File: src/rtl/adc_frame_reader.sv
// Reads one multi-byte sample per ADC data-ready edge over an external SPI master, scanning channels round-robin.
// Optional feature: define ADC_FRAME_READER_TIMESTAMP_EN to add a 16-bit DRDY timestamp output.
module adc_frame_reader #(
  parameter int unsigned NUM_CHANNELS = 4,
  parameter int unsigned DATA_BYTES   = 3,
  parameter logic [4:0]  CMD_PREFIX   = 5'b00001
) (
  input  logic                    clock_i,
  input  logic                    reset_i,
  input  logic                    enable_i,
  input  logic                    drdy_n_i,
  output logic                    spi_start_o,
  output logic [7:0]              spi_tx_o,
  input  logic                    spi_done_i,
  input  logic [7:0]              spi_rx_i,
  output logic [8*DATA_BYTES-1:0] sample_o,
  output logic [2:0]              channel_o,
  output logic                    sample_valid_o,
  input  logic                    sample_ready_i,
  output logic                    overrun_o
`ifdef ADC_FRAME_READER_TIMESTAMP_EN
  ,
  output logic [15:0]             timestamp_o
`endif
);

  localparam int unsigned SAMPLE_W = 8 * DATA_BYTES;
  localparam int unsigned CNT_W    = 3;
  localparam int unsigned CH_W     = 3;

  typedef enum logic [2:0] {
    IDLE, WAIT_DRDY, CMD, CMD_WAIT, DATA, DATA_WAIT, OUTPUT
  } state_t;

  state_t              state, state_nxt;
  logic                drdy_meta, drdy_sync, drdy_last;
  logic                pending;
  logic                fall, wait_clr, idle_clr;
  logic                abort, abort_nxt;
  logic [CNT_W-1:0]    cnt, cnt_nxt;
  logic [CH_W-1:0]     channel, channel_nxt;
  logic [SAMPLE_W-1:0] asm_q, asm_nxt, asm_shift;
  logic                frame_done;
  logic                start_nxt, valid_nxt;
  logic [7:0]          tx_nxt;
  logic [SAMPLE_W-1:0] sample_nxt;
  logic [CH_W-1:0]     chan_out_nxt;

  assign fall       = drdy_last & ~drdy_sync;
  assign wait_clr   = (state == WAIT_DRDY) && enable_i && pending;
  assign idle_clr   = (state == IDLE) && !enable_i;
  assign asm_shift  = SAMPLE_W'({asm_q, spi_rx_i});
  assign frame_done = (state == DATA_WAIT) && spi_done_i && enable_i && !abort
                      && (cnt == CNT_W'(DATA_BYTES - 1));

  // DRDY synchronizer, edge capture and sticky overrun
  always_ff @(posedge clock_i or posedge reset_i) begin
    if (reset_i) begin
      drdy_meta <= 1'b1;
      drdy_sync <= 1'b1;
      drdy_last <= 1'b1;
      pending   <= 1'b0;
      overrun_o <= 1'b0;
    end else begin
      drdy_meta <= drdy_n_i;
      drdy_sync <= drdy_meta;
      drdy_last <= drdy_sync;
      if (idle_clr) begin
        pending   <= 1'b0;
        overrun_o <= 1'b0;
      end else begin
        if (fall)          pending <= 1'b1;
        else if (wait_clr) pending <= 1'b0;
        if (fall && pending && !wait_clr) overrun_o <= 1'b1;
      end
    end
  end

  always_ff @(posedge clock_i or posedge reset_i) begin
    if (reset_i) begin
      state          <= IDLE;
      abort          <= 1'b0;
      cnt            <= '0;
      channel        <= '0;
      asm_q          <= '0;
      spi_start_o    <= 1'b0;
      spi_tx_o       <= 8'h00;
      sample_o       <= '0;
      channel_o      <= '0;
      sample_valid_o <= 1'b0;
    end else begin
      state          <= state_nxt;
      abort          <= abort_nxt;
      cnt            <= cnt_nxt;
      channel        <= channel_nxt;
      asm_q          <= asm_nxt;
      spi_start_o    <= start_nxt;
      spi_tx_o       <= tx_nxt;
      sample_o       <= sample_nxt;
      channel_o      <= chan_out_nxt;
      sample_valid_o <= valid_nxt;
    end
  end

  // Next state; start is registered so it is high exactly during CMD/DATA
  always_comb begin
    state_nxt    = state;
    abort_nxt    = abort;
    cnt_nxt      = cnt;
    channel_nxt  = channel;
    asm_nxt      = asm_q;
    start_nxt    = 1'b0;
    tx_nxt       = spi_tx_o;
    sample_nxt   = sample_o;
    chan_out_nxt = channel_o;
    valid_nxt    = sample_valid_o;
    case (state)
      IDLE: begin
        abort_nxt = 1'b0;
        if (enable_i) state_nxt = WAIT_DRDY;
        else          channel_nxt = '0;
      end
      WAIT_DRDY: begin
        if (!enable_i) begin
          state_nxt = IDLE;
        end else if (pending) begin
          state_nxt = CMD;
          start_nxt = 1'b1;
          tx_nxt    = {CMD_PREFIX, channel};
          cnt_nxt   = '0;
          asm_nxt   = '0;
        end
      end
      CMD, DATA: begin
        if (!enable_i) abort_nxt = 1'b1;
        state_nxt = (state == CMD) ? CMD_WAIT : DATA_WAIT;
      end
      CMD_WAIT, DATA_WAIT: begin
        if (!enable_i) abort_nxt = 1'b1;
        if (spi_done_i) begin
          if (abort || !enable_i) begin
            state_nxt = IDLE;
          end else if (frame_done) begin
            state_nxt    = OUTPUT;
            sample_nxt   = asm_shift;
            chan_out_nxt = channel;
            valid_nxt    = 1'b1;
          end else begin
            state_nxt = DATA;
            start_nxt = 1'b1;
            tx_nxt    = 8'h00;
            if (state == DATA_WAIT) begin
              asm_nxt = asm_shift;
              cnt_nxt = cnt + CNT_W'(1);
            end
          end
        end
      end
      OUTPUT: begin
        if (sample_valid_o && sample_ready_i) begin
          valid_nxt   = 1'b0;
          channel_nxt = (channel == CH_W'(NUM_CHANNELS - 1)) ? '0 : channel + CH_W'(1);
          state_nxt   = WAIT_DRDY;
        end
      end
      default: state_nxt = IDLE;
    endcase
  end

`ifdef ADC_FRAME_READER_TIMESTAMP_EN
  logic [15:0] ts_count, ts_cap, ts_frame;

  // Capture time of the edge that sets pending; carry it with the frame it starts
  always_ff @(posedge clock_i or posedge reset_i) begin
    if (reset_i) begin
      ts_count    <= '0;
      ts_cap      <= '0;
      ts_frame    <= '0;
      timestamp_o <= '0;
    end else begin
      ts_count <= ts_count + 16'd1;
      if (fall && !idle_clr && (!pending || wait_clr)) ts_cap <= ts_count;
      if (wait_clr)   ts_frame    <= ts_cap;
      if (frame_done) timestamp_o <= ts_frame;
    end
  end
`endif

endmodule

File: config.mk
export PLATFORM = sky130hd
export DESIGN_NAME = adc_frame_reader
export DESIGN_NICKNAME = d
export VERILOG_FILES = /design/src/rtl/adc_frame_reader.sv
export SDC_FILE = /design/constraint.sdc
export NUM_CORES = 1
export LEC_CHECK = 0
export CAP_MARGIN = 15
export CORE_MARGIN = 3
export CORE_UTILIZATION = 50
export CTS_CLUSTER_SIZE = 14
export DETAILED_ROUTE_END_ITERATION = 8
export PLACE_DENSITY = 0.82
export RECOVER_POWER = 100
export SLEW_MARGIN = 20
export SYNTH_ARGS = -nofsm -noshare
export SYNTH_HDL_FRONTEND = slang
export SYNTH_SLANG_ARGS = --single-unit
File: constraint.sdc
create_clock -name clock_i -period 4.85 [get_ports clock_i]
set_clock_uncertainty 0.1 [all_clocks]
set_input_delay 0.7275 -clock clock_i [delete_from_list [all_inputs] [get_ports clock_i]]
set_output_delay 0.7275 -clock clock_i [all_outputs]
set_load 0.02 [all_outputs]
---- Word level (Yosys, flattened, before mapping) ----
Cells that the tools add are included.
W data, S select, Z words.
operators by class
  add/sub/neg operators ................... 2
  eq/ne operators ......................... 20
  muxes and demuxes ....................... 51
  bitwise logic cells ..................... 3
  reduce and logical (&&, ||, !) cells .... 31
operators by type and width
  cell                   count
  $mux W16               6
  $mux W3                16
  $mux W8                5
  $pmux W16 S2           1
  $ne A2 B2 Y1 const B   11
  $pmux W8 S2            1
  $mux W1                15
  $pmux W3 S5            1
  $eq A3 B2 Y1 const B   4
  $pmux W3 S2            2
  $logic_and A1 B1 Y1    10
  $reduce_bool A2 Y1     5
  $eq A3 B3 Y1 const B   3
  $reduce_and A4 Y1      2
  $reduce_and A7 Y1      1
  $add A3 B1 Y3 const B  2
  $pmux W1 S2            3
  $reduce_and A6 Y1      1
  $reduce_and A5 Y1      1
  $reduce_or A2 Y1       2
  $reduce_or A4 Y1       1
  $eq A3 B1 Y1 const B   1
  $logic_not A1 Y1       3
  $logic_not A3 Y1       1
  other kinds (8)        9
word-level totals
  register bits ........................... 68
  bits of input ports ..................... 14
  output and inout bits ................... 38
  word-level logic and storage cells ...... 122

---- Logic depth before layout (Yosys ltp) ----
  depth in word-level cells ............... 9
  depth in mapped cells ................... 8
  depth with buffers taken out ............ 6

---- Worst setup path after synthesis ----
OpenSTA, ideal clock, no wires.
  path kind ............................... input to register
  from .................................... input spi_done_i
  to ...................................... register sample_o[0]
  setup time .............................. 0.127 ns
  data arrival time ....................... 1.751 ns
  required time ........................... 4.623 ns
  path slack .............................. 2.871 ns
  stages on the path ...................... 5
  buffers on the path ..................... 2
  path through ............................ and4b_1 > and4_1 > buf_6 > buf_6 > mux2_1
between the ends
  cells in the longest elaborated chain, start to end .. 5
RTL lines
  item                                    line  RTL
  start: declaration                      14    input logic spi_done_i,
  $logic_and A1 B1 Y1 (3 in a row)        53    assign frame_done = (state == DATA_WAIT) && spi_done_i && enable_i && !abort
  $logic_and A1 B1 Y1                     54    && (cnt == CNT_W'(DATA_BYTES - 1));
  $reduce_and A4 Y1 (no source line) (*)  --
  end signal: assignment                  99    sample_o <= sample_nxt;
  end: declaration                        16    output logic [8*DATA_BYTES-1:0] sample_o,
Every way passes the cells marked *; elsewhere a longest branch is shown, timed or not.
A chain may end at the register's enable or synchronous reset.

---- Final worst setup path ----
  from .................................... input spi_done_i
  to ...................................... register sample_o[12]
The elaborated chain is that of the path after synthesis.

==> results by stage <==
Clocking:
- In this run the number of H-tree levels came out at 3.
- The number of sinks handled by clock tree synthesis is 64.
- The insertion delay to the later sink of the worst-skew pair is 0.33 ns.
- The buffer count from post-CTS setup fixing is 0.
- In this run, CTS created clock tree buffers numbering 9.
- TritonCTS built the clock tree.
- The number of gates resized after cts is 0.
- The post-cts hold buffer count is 0.
- The tree is rooted in a clkbuf_8.
- The clock passes through at most 2 buffers.
- After clock tree synthesis, the clock-pin slew on the worst setup and hold paths is 0.07 ns.

Final layout:
- The area growth from synthesis to layout is 23.8%.
- Of the cells placed in the final design, the portion with a size suffix greater than 1 is 0.134.
- The net count of the finished layout is 304.
- The area of combinational cells with multiple inputs is 1020 µm².
- The area taken by flip-flops and latches is 1610 µm².
- For this run, the number of standard cells in the final layout without fillers is 362.
- Counting the fill cells in the layout gives 415.
- The number of antenna diodes in the final layout is 0.

Hold path:
- The worst hold path terminates at drdy_sync.
- In this run the most critical hold path is launched from drdy_meta.
- The worst hold path was traced through 0 stages.
- The classification of the worst-slack hold path is flip-flop to flip-flop.

Critical path:
- The critical path goes through dlygate4sd3_1, and4b_1, and4_1, clkbuf_1, mux2_2.
- The number of cells on the worst reg-to-reg path is 4.
- The critical path data arrival time is 3.51 ns.
- On the critical path, the stage with the largest delay is an instance of clkbuf_1.
- The setup slack of the worst register-to-register path is 1.92 ns.
- Grouping stages by cell kind, the critical path spends the most delay in buffers and inverters.
- The startpoint kind of the worst setup timing path is an input pin.
- The cell count along the critical path is 5.
- The worst endpoint required time is 4.96 ns.
- The delay of the slowest cell on the worst path is 1.14 ns.
- The largest fanout on the critical path is 28.
- The destination of the worst register-to-register timing path is sample_o[12].
- The critical path capture point type is a flip-flop.
- The critical path contains buffers and inverters numbering 2 combined.
- In this run the critical register-to-register path is launched from state[2].
- The path type of the worst setup path is input pin to flip-flop.

Global route:
- The number of antenna violations at the first check in global routing is 0.
- The first global-routing pass estimated 8600 µm of wire.
- Entering global routing, the biggest net connects 37 pins.
- The number of global-route vias before repair is 1870.
- The overall overflow remaining after global route is 0.
- The global-route total usage across every layer is 0.174.

Power and ir drop:
- The maximum ir drop on the vdd rail is 0.269 mV.
- Total power for the finished layout comes to 1.58 mW.
- The static leakage power is 1.72 nW.
- In this run the power density over the cells is 454 nW/µm².

Detailed routing:
- After detailed routing, the average wire length per cell comes to 13.8 µm.
- The initial DRC count is 36.
- Using the TritonRoute via totals, the vias-per-cell ratio works out to 5.14.
- The post-detailed-route count of antenna-violating nets is 0.
- In the routed design, unresolved DRC markers number 0.
- The total via count after detailed routing is 1862.
- Summed over all layers, the routed wires come to 4980 µm.
- Before antenna repair, the detailed router went through 4 iterations.

Timing:
- The portion of the clock cycle consumed by the worst path in the final layout is 0.701.
- The worst slew margin relative to its limit is -0.0499.
- For the pin with the worst max-slew slack, the measured transition is 1.57 ns.
- The setup total negative slack is 0 ns.
- The final max-slew violation count is 29.
- Setup violations remaining at the end of the flow were counted as 0.
- The highest achievable clock rate is 0.294 GHz.
- The time the final worst path needs with I/O delays and setup is 3.40 ns.
- Setup repair after global routing left no endpoint under its margin.
- The final-report hold violation count is 0.

Yosys:
- In this run the mean area of a mapped cell was 11.8 µm².
- The post-synthesis instance total is 238.
- Sorting the synthesized cells by area gives the leading types as dfrtp_1, mux2_2, mux2i_1.
- In the post-synthesis netlist, the cell with the most instances is dfrtp_1.
- Counting instances in the post-synthesis netlist gives the leading cell types as dfrtp_1, inv_1, nand2_1, mux2_2, mux2i_1.
- The biggest area contributor in the post-synthesis netlist is dfrtp_1.
- The number of enable-type register cells in the synthesized netlist is 0.
- The sequential cell area fraction in the yosys report is 0.570.
- Synthesis instantiated 40 different standard cells from the library.
- The fraction of registers with async set/reset is 1.00.
- The synthesized netlist occupies a cell area of 2820 µm².
- The share of synthesized area in the top cell type comes to 0.542.
- The synthesized design contains 64 register bits.
- The leading register cell type out of synthesis is dfrtp_1.
- During synthesis, Yosys emitted a total of 0 warnings.

Run:
- Across the run, the number of max-cap violations was 1.

Placement:
- Once placement completed, the tool counted placed cells totaling 346.
- Port buffering added 47 buffers.
- The detailed-placement wirelength estimate is 3350 µm.
- The final estimated routing congestion in global placement is 0.817.

Die:
- The floorplan step set the die width to 81.0 µm.
- The starting density of the core is 0.534.
- The area of the die is 6570 µm².
- 52 I/O pins were placed.
- The core region area is 5270 µm².
- Row generation in the floorplan step produced 26 rows.
- The die is 81.0 µm tall.

Status:
- The final reports fail on max-capacitance violations, max-slew violations.
- The run finished, with violations left.
-- logic make-up after synthesis --
family | count (synthesis) | share of synthesized area
AO/OA/AOI/OAI | 31 | 0.0689
AND/OR/NAND/NOR | 55 | 0.101
other | 1 | 0.00133
XOR/XNOR | 1 | 0.00311
multiplexers | 45 | 0.172
adder cells (fa/ha/maj) | 3 | 0.0133
flip-flops | 64 | 0.570
buffers and inverters | 38 | 0.0698
-- registers in the layout, summed over array words and instances (netlist names), 3 cells and up --
signal     cells
state          3
sample_o      24
channel        3
cnt            3
spi_tx_o       4
channel_o      3
asm_q         16
-- through the flow --
| step | setup slack [ns] | utilization | hold WS [ns] | cell area [µm²] |
|---|---|---|---|---|
| after floorplan | 2.43 | - | 0.245 | 2830 |
| after global routing | 1.31 | 0.661 | 0.263 | 3480 |
| after global placement | 2.10 | 0.626 | 0.247 | 3300 |
| final | 1.45 | 0.661 | 0.262 | 3480 |
| after CTS | 2.40 | 0.663 | 0.263 | 3500 |
| after detailed placement | 2.03 | 0.626 | 0.248 | 3300 |
-- worst max-delay path by stage --
stage,from,end,slack (ns)
4_1_cts,spi_done_i,sample_o[12],2.40
3_3_place_gp,spi_done_i,sample_o[12],2.10
6_report,spi_done_i,sample_o[12],1.45
2_1_floorplan,reset_i,abort,2.43
3_5_place_dp,spi_done_i,sample_o[12],2.03
5_1_grt,enable_i,sample_o[12],1.31
-- power breakdown --
group | switching (mW) | total [mW] | internal (mW)
Clock | 0.191 | 0.455 | 0.264
Combinational | 0.213 | 0.378 | 0.165
Sequential | 0.105 | 0.748 | 0.643
-- layout make-up --
class | count | share of cell area
inverter | 23 | 0.0248
timing repair buffer | 50 | 0.139
clock inverter | 3 | 0.0115
tap | 70 | 0.0251
clock buffer | 13 | 0.0456
sequential | 64 | 0.461
multi-input combinational | 139 | 0.293
-- routing by layer --
| metal | track usage | routed length (µm) | part of all wire | vias up |
|---|---|---|---|---|
| li1 | - | - | - | 893 |
| met2 | 0.264 | 2350 | 0.47 | 42 |
| met4 | 0.0557 | 22 | 0.0044 | 0 |
| met5 | 0 | 0 | 0 | - |
| met3 | 0.0820 | 313 | 0.063 | 4 |
| met1 | 0.221 | 2300 | 0.46 | 923 |
-- cell usage in the layout (no fill, tap or decap), types with 2 or more instances in the layout --
master	n
mux2_1	9
o21ai_0	7
a21oi_1	13
clkinv_2	2
dlygate4sd3_1	38
dfrtp_1	61
mux2i_1	17
or3_1	2
nand4_1	4
nor3_1	2
nand2b_1	6
dfstp_2	3
a21o_1	2
nor2_1	7
a22o_1	3
nand2_1	23
conb_1	4
clkbuf_1	4
mux2_2	19
inv_1	23
clkbuf_8	11
ha_1	3
clkdlybuf4s50_1	9
No activity file was read; power rests on OpenSTA's default activity.
